`src/rtl/btle_pkg.sv`:
```
// btle_pkg: constants and state type shared by the BLE CRC24 append blocks
package btle_pkg;
  localparam int          CRC_LEN           = 24;
  localparam logic [23:0] CRC_POLY          = 24'h00065B;
  localparam logic [23:0] BTLE_ADV_CRC_INIT = 24'h555555;
  typedef enum logic [1:0] {
    ST_IDLE = 2'd0,
    ST_DATA = 2'd1,
    ST_CRC  = 2'd2
  } crc_state_t;
endpackage

```
`src/rtl/crc24_step.sv`:
```
// crc24_step: one-bit Galois LFSR step of the BLE CRC24
module crc24_step
  import btle_pkg::*;
#(
  parameter int W = CRC_LEN
) (
  input  logic [W-1:0] crc_in,
  input  logic         bit_in,
  output logic [W-1:0] crc_out
);
  logic w_fb;
  assign w_fb    = crc_in[W-1] ^ bit_in;
  assign crc_out = {crc_in[W-2:0], 1'b0} ^ (w_fb ? W'(CRC_POLY) : '0);
endmodule

```
`src/rtl/crc24_append.sv`:
```
// crc24_append: passes PDU bits through and appends the 24-bit BLE CRC MSB-first
module crc24_append
  import btle_pkg::*;
#(
  parameter int CRC_STATE_INIT_BIT_WIDTH = CRC_LEN
) (
  input  logic                                clk,
  input  logic                                rst_n,
  input  logic [CRC_STATE_INIT_BIT_WIDTH-1:0] crc_init,
  input  logic                                crc_init_load,
  input  logic                                data_in,
  input  logic                                data_in_valid,
  input  logic                                data_in_last,
  output logic                                data_in_ready,
  output logic                                data_out,
  output logic                                data_out_valid,
  output logic                                crc_done
);
  localparam int W = CRC_STATE_INIT_BIT_WIDTH;
  crc_state_t   r_state;
  logic [W-1:0] r_crc;
  logic [4:0]   r_bit_cnt;
  logic [W-1:0] w_crc_next;
  logic         w_accept;
  assign data_in_ready = (r_state == ST_DATA);
  assign w_accept      = data_in_ready & data_in_valid;
  crc24_step #(.W(W)) u_step (
    .crc_in (r_crc),
    .bit_in (data_in),
    .crc_out(w_crc_next)
  );
  // A load restarts the packet from any state, which also aborts a CRC tail
  always_ff @(posedge clk or negedge rst_n) begin
    if (!rst_n) begin
      r_state        <= ST_IDLE;
      r_crc          <= '0;
      r_bit_cnt      <= '0;
      data_out       <= 1'b0;
      data_out_valid <= 1'b0;
      crc_done       <= 1'b0;
    end else if (crc_init_load) begin
      r_state        <= ST_DATA;
      r_crc          <= crc_init;
      r_bit_cnt      <= '0;
      data_out_valid <= 1'b0;
      crc_done       <= 1'b0;
    end else begin
      data_out_valid <= 1'b0;
      crc_done       <= 1'b0;
      if (w_accept) begin
        r_crc          <= w_crc_next;
        data_out       <= data_in;
        data_out_valid <= 1'b1;
        if (data_in_last) begin
          r_state   <= ST_CRC;
          r_bit_cnt <= '0;
        end
      end else if (r_state == ST_CRC) begin
        data_out       <= r_crc[W-1];
        r_crc          <= {r_crc[W-2:0], 1'b0};
        data_out_valid <= 1'b1;
        r_bit_cnt      <= r_bit_cnt + 5'd1;
        if (r_bit_cnt == 5'(CRC_LEN - 1)) begin
          crc_done <= 1'b1;
          r_state  <= ST_IDLE;
        end
      end
    end
  end
endmodule
```
`config.mk`:
```
export PLATFORM = sky130hd
export DESIGN_NAME = crc24_append
export DESIGN_NICKNAME = d
export VERILOG_FILES = /design/src/rtl/btle_pkg.sv /design/src/rtl/crc24_step.sv /design/src/rtl/crc24_append.sv
export SDC_FILE = /design/constraint.sdc
export NUM_CORES = 1
export LEC_CHECK = 0
export ABC_AREA = 0
export BUFFER_PORTS_ARGS = -buffer_cell sky130_fd_sc_hd__buf_2
export CAP_MARGIN = 10
export CORE_AREA = 2 2 60 62
export DETAILED_ROUTE_END_ITERATION = 8
export DIE_AREA = 0 0 62 64
export PLACE_DENSITY_LB_ADDON = 0.15
export SETUP_SLACK_MARGIN = 0.4
export SLEW_MARGIN = 10
export SYNTH_ARGS = -nofsm -noshare
export SYNTH_HDL_FRONTEND = slang
export SYNTH_SLANG_ARGS = --single-unit
```
`constraint.sdc`:
```
create_clock -name clk -period 2.5 [get_ports clk]
set_input_delay 0.125 -clock clk [delete_from_list [all_inputs] [get_ports clk]]
set_output_delay 0.125 -clock clk [all_outputs]
set_load 0.05 [all_outputs]
```
# ---- Word level (Yosys, flattened, before mapping)
# Cells that the tools add are included.
dict set report totals {
  regBits 34
  inputBits 30
  output_inout_bits 4
  word_cells 43
}
dict set report classes {
  addsub 1
  eq_ne 4
  muxes 22
  n_bitwise 4
  n_reduce_logical 6
}
# op count
set op_table {}
lappend op_table {{2-to-1 mux 24 bit} 3}
lappend op_table {{bitwise XOR 24 bit} 1}
lappend op_table {{2-to-1 mux 5 bit} 4}
lappend op_table {{2-to-1 mux 11 bit} 1}
lappend op_table {{2-to-1 mux 2 bit} 5}
lappend op_table {{2-to-1 mux 1 bit} 9}
lappend op_table {{nonzero test 3 bit} 2}
lappend op_table {{adder 5 x 1 -> 5 bit, second input constant} 1}
lappend op_table {{== test 5 bit, second input constant} 1}
lappend op_table {{AND reduction 2 bit} 2}
lappend op_table {{inequality test 3 bit, second input constant} 1}
lappend op_table {{AND reduction 3 bit} 1}
lappend op_table {{== test 2 x 1 -> 1 bit, second input constant} 1}
lappend op_table {{== test 2 bit, second input constant} 1}
lappend op_table {{nonzero test 2 bit} 1}
lappend op_table {{bitwise AND 1 bit} 1}
lappend op_table {{inverter 1 bit} 1}
lappend op_table {{bitwise XOR 1 bit} 1}

# ---- Logic depth before layout (Yosys ltp)
dict set report logic_depth {
  ltp_word 5
  mapped_depth 7
  depth_no_buf 4
}

# ---- By module
# Synthesis repeated with hierarchy kept, for this count alone.
dict set report hier_totals {
  cells_unflattened 209
  hier_area_um2 2230.9
}
# mod instances cells_each area_each_um2 seq_area_each_um2
set by_module_without_submodules {}
lappend by_module_without_submodules {crc24_append 1 182 1925.6 850.8}
lappend by_module_without_submodules {crc24_step 1 27 305.3 0.0}

# ---- Least setup slack after synthesis
# OpenSTA, ideal clock, no wires.
dict set report synth_path {
  kind {reg-to-output}
  start {register r_state[0]}
  end {output port data_in_ready}
  arrival_time_ps 1344
  t_required_ps 2375
  setup_slack_ps 1031
  path_stages_with_launch 4
  n_path_buf 2
  path_cell_list {dfrtp_1 > buf_6 > buf_2 > nor2b_1}
}
dict set report synth_between {
  elab_chain_len 1
}
# element line_no
set synth_rtl {}
lappend synth_rtl {{start: declaration} crc24_append.sv:20} ;# crc_state_t r_state;
lappend synth_rtl {{start signal: assignment} crc24_append.sv:35} ;# r_state <= ST_IDLE;
lappend synth_rtl {{start signal: assignment} crc24_append.sv:42} ;# r_state <= ST_DATA;
lappend synth_rtl {{start signal: assignment} crc24_append.sv:55} ;# r_state <= ST_CRC;
lappend synth_rtl {{== test 2 x 1 -> 1 bit} crc24_append.sv:25} ;# assign data_in_ready = (r_state == ST_DATA);
lappend synth_rtl {{end: declaration} crc24_append.sv:14} ;# output logic data_in_ready,
# No other way between the ends.

# ---- Worst setup path in the final report
dict set report layout_path {
  start {register r_state[1]}
  end {register r_crc[10]}
}
dict set report layout_between {
  elab_chain_len 4
  word_cells_on_any_way 6
  cone_classes {2 x eq/ne; 2 x mux; 1 x bitwise; 1 x reduce/logical}
}
# element line_no
set layout_rtl {}
lappend layout_rtl {{== test 2 x 1 -> 1 bit} crc24_append.sv:25}
lappend layout_rtl {{bitwise AND 1 bit} crc24_append.sv:26} ;# assign w_accept = data_in_ready & data_in_valid;
lappend layout_rtl {{2-to-1 mux 24 bit} crc24_append.sv:50} ;# if (w_accept) begin
lappend layout_rtl {{2-to-1 mux 24 bit} crc24_append.sv:41} ;# end else if (crc_init_load) begin
lappend layout_rtl {{end signal: assignment} crc24_append.sv:43} ;# r_crc <= crc_init;
lappend layout_rtl {{end signal: assignment} crc24_append.sv:51} ;# r_crc <= w_crc_next;
lappend layout_rtl {{end signal: assignment} crc24_append.sv:60} ;# r_crc <= {r_crc[W-2:0], 1'b0};
lappend layout_rtl {{end: declaration} crc24_append.sv:21} ;# logic [W-1:0] r_crc;
# Parallel ways exist; a longest one is shown, timed or not.
# A chain may end at the register's enable or synchronous reset.

==> qor.csv <==
stage;metric;value;unit
placed_design;place_inst;249;
global_routing;antenna_violations_before_repair;0;
logic_synthesis;mappedNetlistNets;214;
worst_setup_path;ff2ff_setup_slack;0.73;ns
sta;finalSetupTns;0;ns
floorplan;die-area;0.003968;mm^2
layout;layout.cells.non_filler;268;
worst_setup_path;cp_slowest_stage_delay;0.58;ns
min_path;min_path_type;in2reg;
layout;finish.net_count;253;
sta;skew;0.007777;ns
routing;detail_route.wl_per_cell;13.66;um
global_routing;grt_use_total;21.44;%
sta;timing.max_slew.rel_slack;49.80;%
worst_setup_path;critical_path.reg2reg.endpoint;r_crc[10];
placed_design;dp_hpwl;2.516;mm
cts;clock-root-buffer;sky130_fd_sc_hd__clkbuf_4;
logic_synthesis;yosys_warnings;0;
routing;final_routed_drc_violation_total;0;
logic_synthesis;synth-seq-cells;34;
run_status;outcome;completed;
layout;antenna_cells;0;
sta;final-hold-violation-count;0;
sta;report.final.setup_viol;0;
sta;worst_slew_pin_slew;0.7529;ns
cts;cts_num_sinks;34;
routing;route.antenna.remaining_nets;0;
worst_setup_path;critical_path.max_fanout;14;
floorplan;placeableCoreArea;0.003284;mm^2
logic_synthesis;ys_seq_area_share;47.72;%
power_and_ir_drop;peakVddDrop;0.3692;mV
logic_synthesis;syn-instance-count;183;
worst_setup_path;setup.worst_path.class;reg2reg;
cts;clk_latency;0.33;ns
cts;holdBufCountCts;11;
cts;h_tree_depth;2;
min_path;timing.hold.worst_path_depth;3;
routing;aggregate_routed_wire_length;3.662;mm
min_path;hold_path_end;r_crc[19];
logic_synthesis;post_synth.cell_area_avg;9.743;um^2
sta;maxSlewViolCount;0;
routing;detailedRoute.firstIterationViolations;115;
worst_setup_path;timing.rr.start;r_state[1];
sta;post-route-min-period;1.769;ns
logic_synthesis;syn_area;0.001783;mm^2
worst_setup_path;crit_path_frequent_cell;sky130_fd_sc_hd__o21ai_0;
routing;first_pass_iters;4;
floorplan;die_x;62;um
flow_run;max_cap_violations;0;
floorplan;row_count;21;
worst_setup_path;critPathSlowestCell;sky130_fd_sc_hd__dfrtp_1;
floorplan;initial_core_util;54.29;%
global_routing;via_count_of_the_first_global_routing_pass;1357;
cts;cts_repair_resize_count;0;
worst_setup_path;crit_path_cell_trace;nor2b_2 > mux2_2 > o21ai_0 > o21ai_0;
routing;num_vias;1467;
routing;routed_via_density;5.474;
sta;post-route-period-util;70.75;%
cts;clk_transition_reported_paths;0.10;ns
worst_setup_path;timing.critical_path.to_type;register;
cts;clock_tree_from_tritoncts;done;
global_routing;grt_max_degree;35;
worst_setup_path;cp-start-kind;register;
sta;rsz0062_at_grt;no;
power_and_ir_drop;power.density;579.8;mW/mm^2
global_routing;grt_overflow_total;0;
global_routing;grt_pass1_wl;6.251;mm
logic_synthesis;count_of_distinct_cell_types_in_the_synthesized_netlist;34;
floorplan;die_height;64;um
sta;max_clock_freq;565.4;MHz
cts;post_cts_buffers;0;
worst_setup_path;data_required_time_at_the_worst_endpoint;2.73;ns
placed_design;gp_congestion;0.8046;
layout;post_route_cells_drive_above_1_share;20.27;%
min_path;min_from;crc_init[19];
placed_design;number_of_buffers_added_on_ports;33;
cts;clk_path_buf_depth;2;
power_and_ir_drop;leakagePower;0.9432;nW
floorplan;boundaryPins;34;
cts;number_of_buffers_inserted_during_clock_tree_synthesis;5;
worst_setup_path;rr_worst_depth;4;
layout;area_delta_synth_final;16.56;%
worst_setup_path;critical_path_arrival;1.99;ns
[worst max-delay path: cells and delay by family (launching register included)]
family           cells  cell delay, ns
multiplexers         1            0.38
flip-flops           1            0.58
AND/OR/NAND/NOR      1            0.49
AO/OA/AOI/OAI        2            0.21
[area by class of cell]
cell class | instances | area [um^2]
fillers | 293 | 1206
flip-flops and latches | 34 | 850.8
multi-input cells | 133 | 824.5
repair buffers | 46 | 292.8
well taps | 46 | 57.56
clock buffers | 7 | 45.04
inverters | 2 | 7.507
[metrics by stage]
step | hold WS [ns] | setup slack [ns] | instance area [um^2] | utilization (%) | power (mW)
2_1_floorplan | -0.1706 | 1.031 | 1783 | - | 0.8569
3_3_place_gp | 0.2305 | 0.8329 | 1913 | 58.25 | 0.9134
3_5_place_dp | 0.2390 | 0.7649 | 1913 | 58.25 | 0.9220
4_1_cts | 0.00001546 | 0.7461 | 2068 | 62.97 | 1.216
5_1_grt | 0.01146 | 0.6026 | 2078 | 63.28 | 1.277
6_report | 0.01024 | 0.7312 | 2078 | 63.28 | 1.205
[layout by cell type (no fill, tap or decap), types with 3 or more instances in the layout]
master | Yosys | final
sky130_fd_sc_hd__dfrtp_1 | 34 | 34
sky130_fd_sc_hd__buf_2 | 4 | 33
sky130_fd_sc_hd__nand2_1 | 29 | 29
sky130_fd_sc_hd__nor2_1 | 17 | 17
sky130_fd_sc_hd__mux2i_1 | 17 | 17
sky130_fd_sc_hd__dlygate4sd3_1 | 0 | 12
sky130_fd_sc_hd__o21ai_0 | 11 | 11
sky130_fd_sc_hd__o21ai_1 | 10 | 10
sky130_fd_sc_hd__a21oi_1 | 7 | 7
sky130_fd_sc_hd__a22o_1 | 5 | 5
sky130_fd_sc_hd__o22ai_1 | 5 | 5
sky130_fd_sc_hd__a221oi_1 | 5 | 5
sky130_fd_sc_hd__clkbuf_4 | 0 | 5
sky130_fd_sc_hd__nand4_1 | 3 | 3
sky130_fd_sc_hd__xor2_1 | 3 | 3
[logic make-up after synthesis]
logic type               after synthesis  share of synthesized area, %
AO/OA/AOI/OAI                         48                         16.56
XOR/XNOR                               5                         2.457
adder cells (fa/ha/maj)                1                        0.7016
buffers and inverters                 16                         6.035
flip-flops                            34                         47.72
multiplexers                          18                         10.18
AND/OR/NAND/NOR                       61                         16.35
[metal layers]
metal  part of all wire (%)  global-route usage, %  up-vias
met4                    1.7                  7.181        0
met1                     45                  29.06      690
li1                       -                      -      722
met5                      0                      0        -
met3                    5.8                  6.478        6
met2                     47                  32.29       49
[synth_stat cells]
cell	count	area share, %
sky130_fd_sc_hd__nand2b_1	2	0.70
sky130_fd_sc_hd__a22o_1	5	2.5
sky130_fd_sc_hd__inv_1	2	0.42
sky130_fd_sc_hd__a22oi_1	1	0.42
sky130_fd_sc_hd__o22ai_1	5	1.8
sky130_fd_sc_hd__nand4_1	3	1.1
sky130_fd_sc_hd__o21ai_1	10	2.8
sky130_fd_sc_hd__buf_4	1	0.42
sky130_fd_sc_hd__a221oi_1	5	2.5
sky130_fd_sc_hd__o31ai_1	1	0.42
sky130_fd_sc_hd__o21ai_0	11	3.1
sky130_fd_sc_hd__buf_2	4	1.1
sky130_fd_sc_hd__ha_1	1	0.70
sky130_fd_sc_hd__nor2_1	17	3.6
sky130_fd_sc_hd__xnor2_1	2	0.98
sky130_fd_sc_hd__buf_6	3	1.9
sky130_fd_sc_hd__nand2_2	1	0.35
sky130_fd_sc_hd__nor2b_1	2	0.70
sky130_fd_sc_hd__nand3_1	2	0.56
sky130_fd_sc_hd__a2bb2oi_1	1	0.49
sky130_fd_sc_hd__buf_12	1	1.1
sky130_fd_sc_hd__nor2b_2	1	0.49
sky130_fd_sc_hd__xor2_1	3	1.5
sky130_fd_sc_hd__clkbuf_1	5	1.1
sky130_fd_sc_hd__nand2_8	1	1.1
sky130_fd_sc_hd__a31oi_1	2	0.70
sky130_fd_sc_hd__nor3_2	1	0.56
sky130_fd_sc_hd__and3b_1	1	0.49
sky130_fd_sc_hd__a21oi_1	7	2.0
sky130_fd_sc_hd__mux2i_1	17	9.5
sky130_fd_sc_hd__nand3b_2	1	0.63
sky130_fd_sc_hd__nand2_1	29	6.1
sky130_fd_sc_hd__dfrtp_1	34	48
sky130_fd_sc_hd__mux2_2	1	0.63
[state kept, by name, summed over array words and instances (netlist names)]
register        flops
crc_done            1
r_state             2
data_out_valid      1
r_bit_cnt           5
data_out            1
r_crc              24
[worst max-delay path by stage]
stage	from	to	slack, ns	cells after the start
after detailed placement	r_state[1]	r_crc[10]	0.76	4
after global placement	r_state[1]	r_crc[10]	0.83	4
final	r_state[1]	r_crc[10]	0.73	4
after CTS	r_state[1]	r_crc[10]	0.75	4
after global routing	r_state[1]	r_crc[10]	0.60	4
after floorplan	r_state[0]	data_in_ready	1.03	3
[report_power, final]
group          internal [mW]  switching, mW
Clock                  0.106          0.173
Sequential             0.605         0.0527
Combinational          0.123          0.146
Total                  0.834          0.371
No activity file was read; power rests on OpenSTA's default activity.
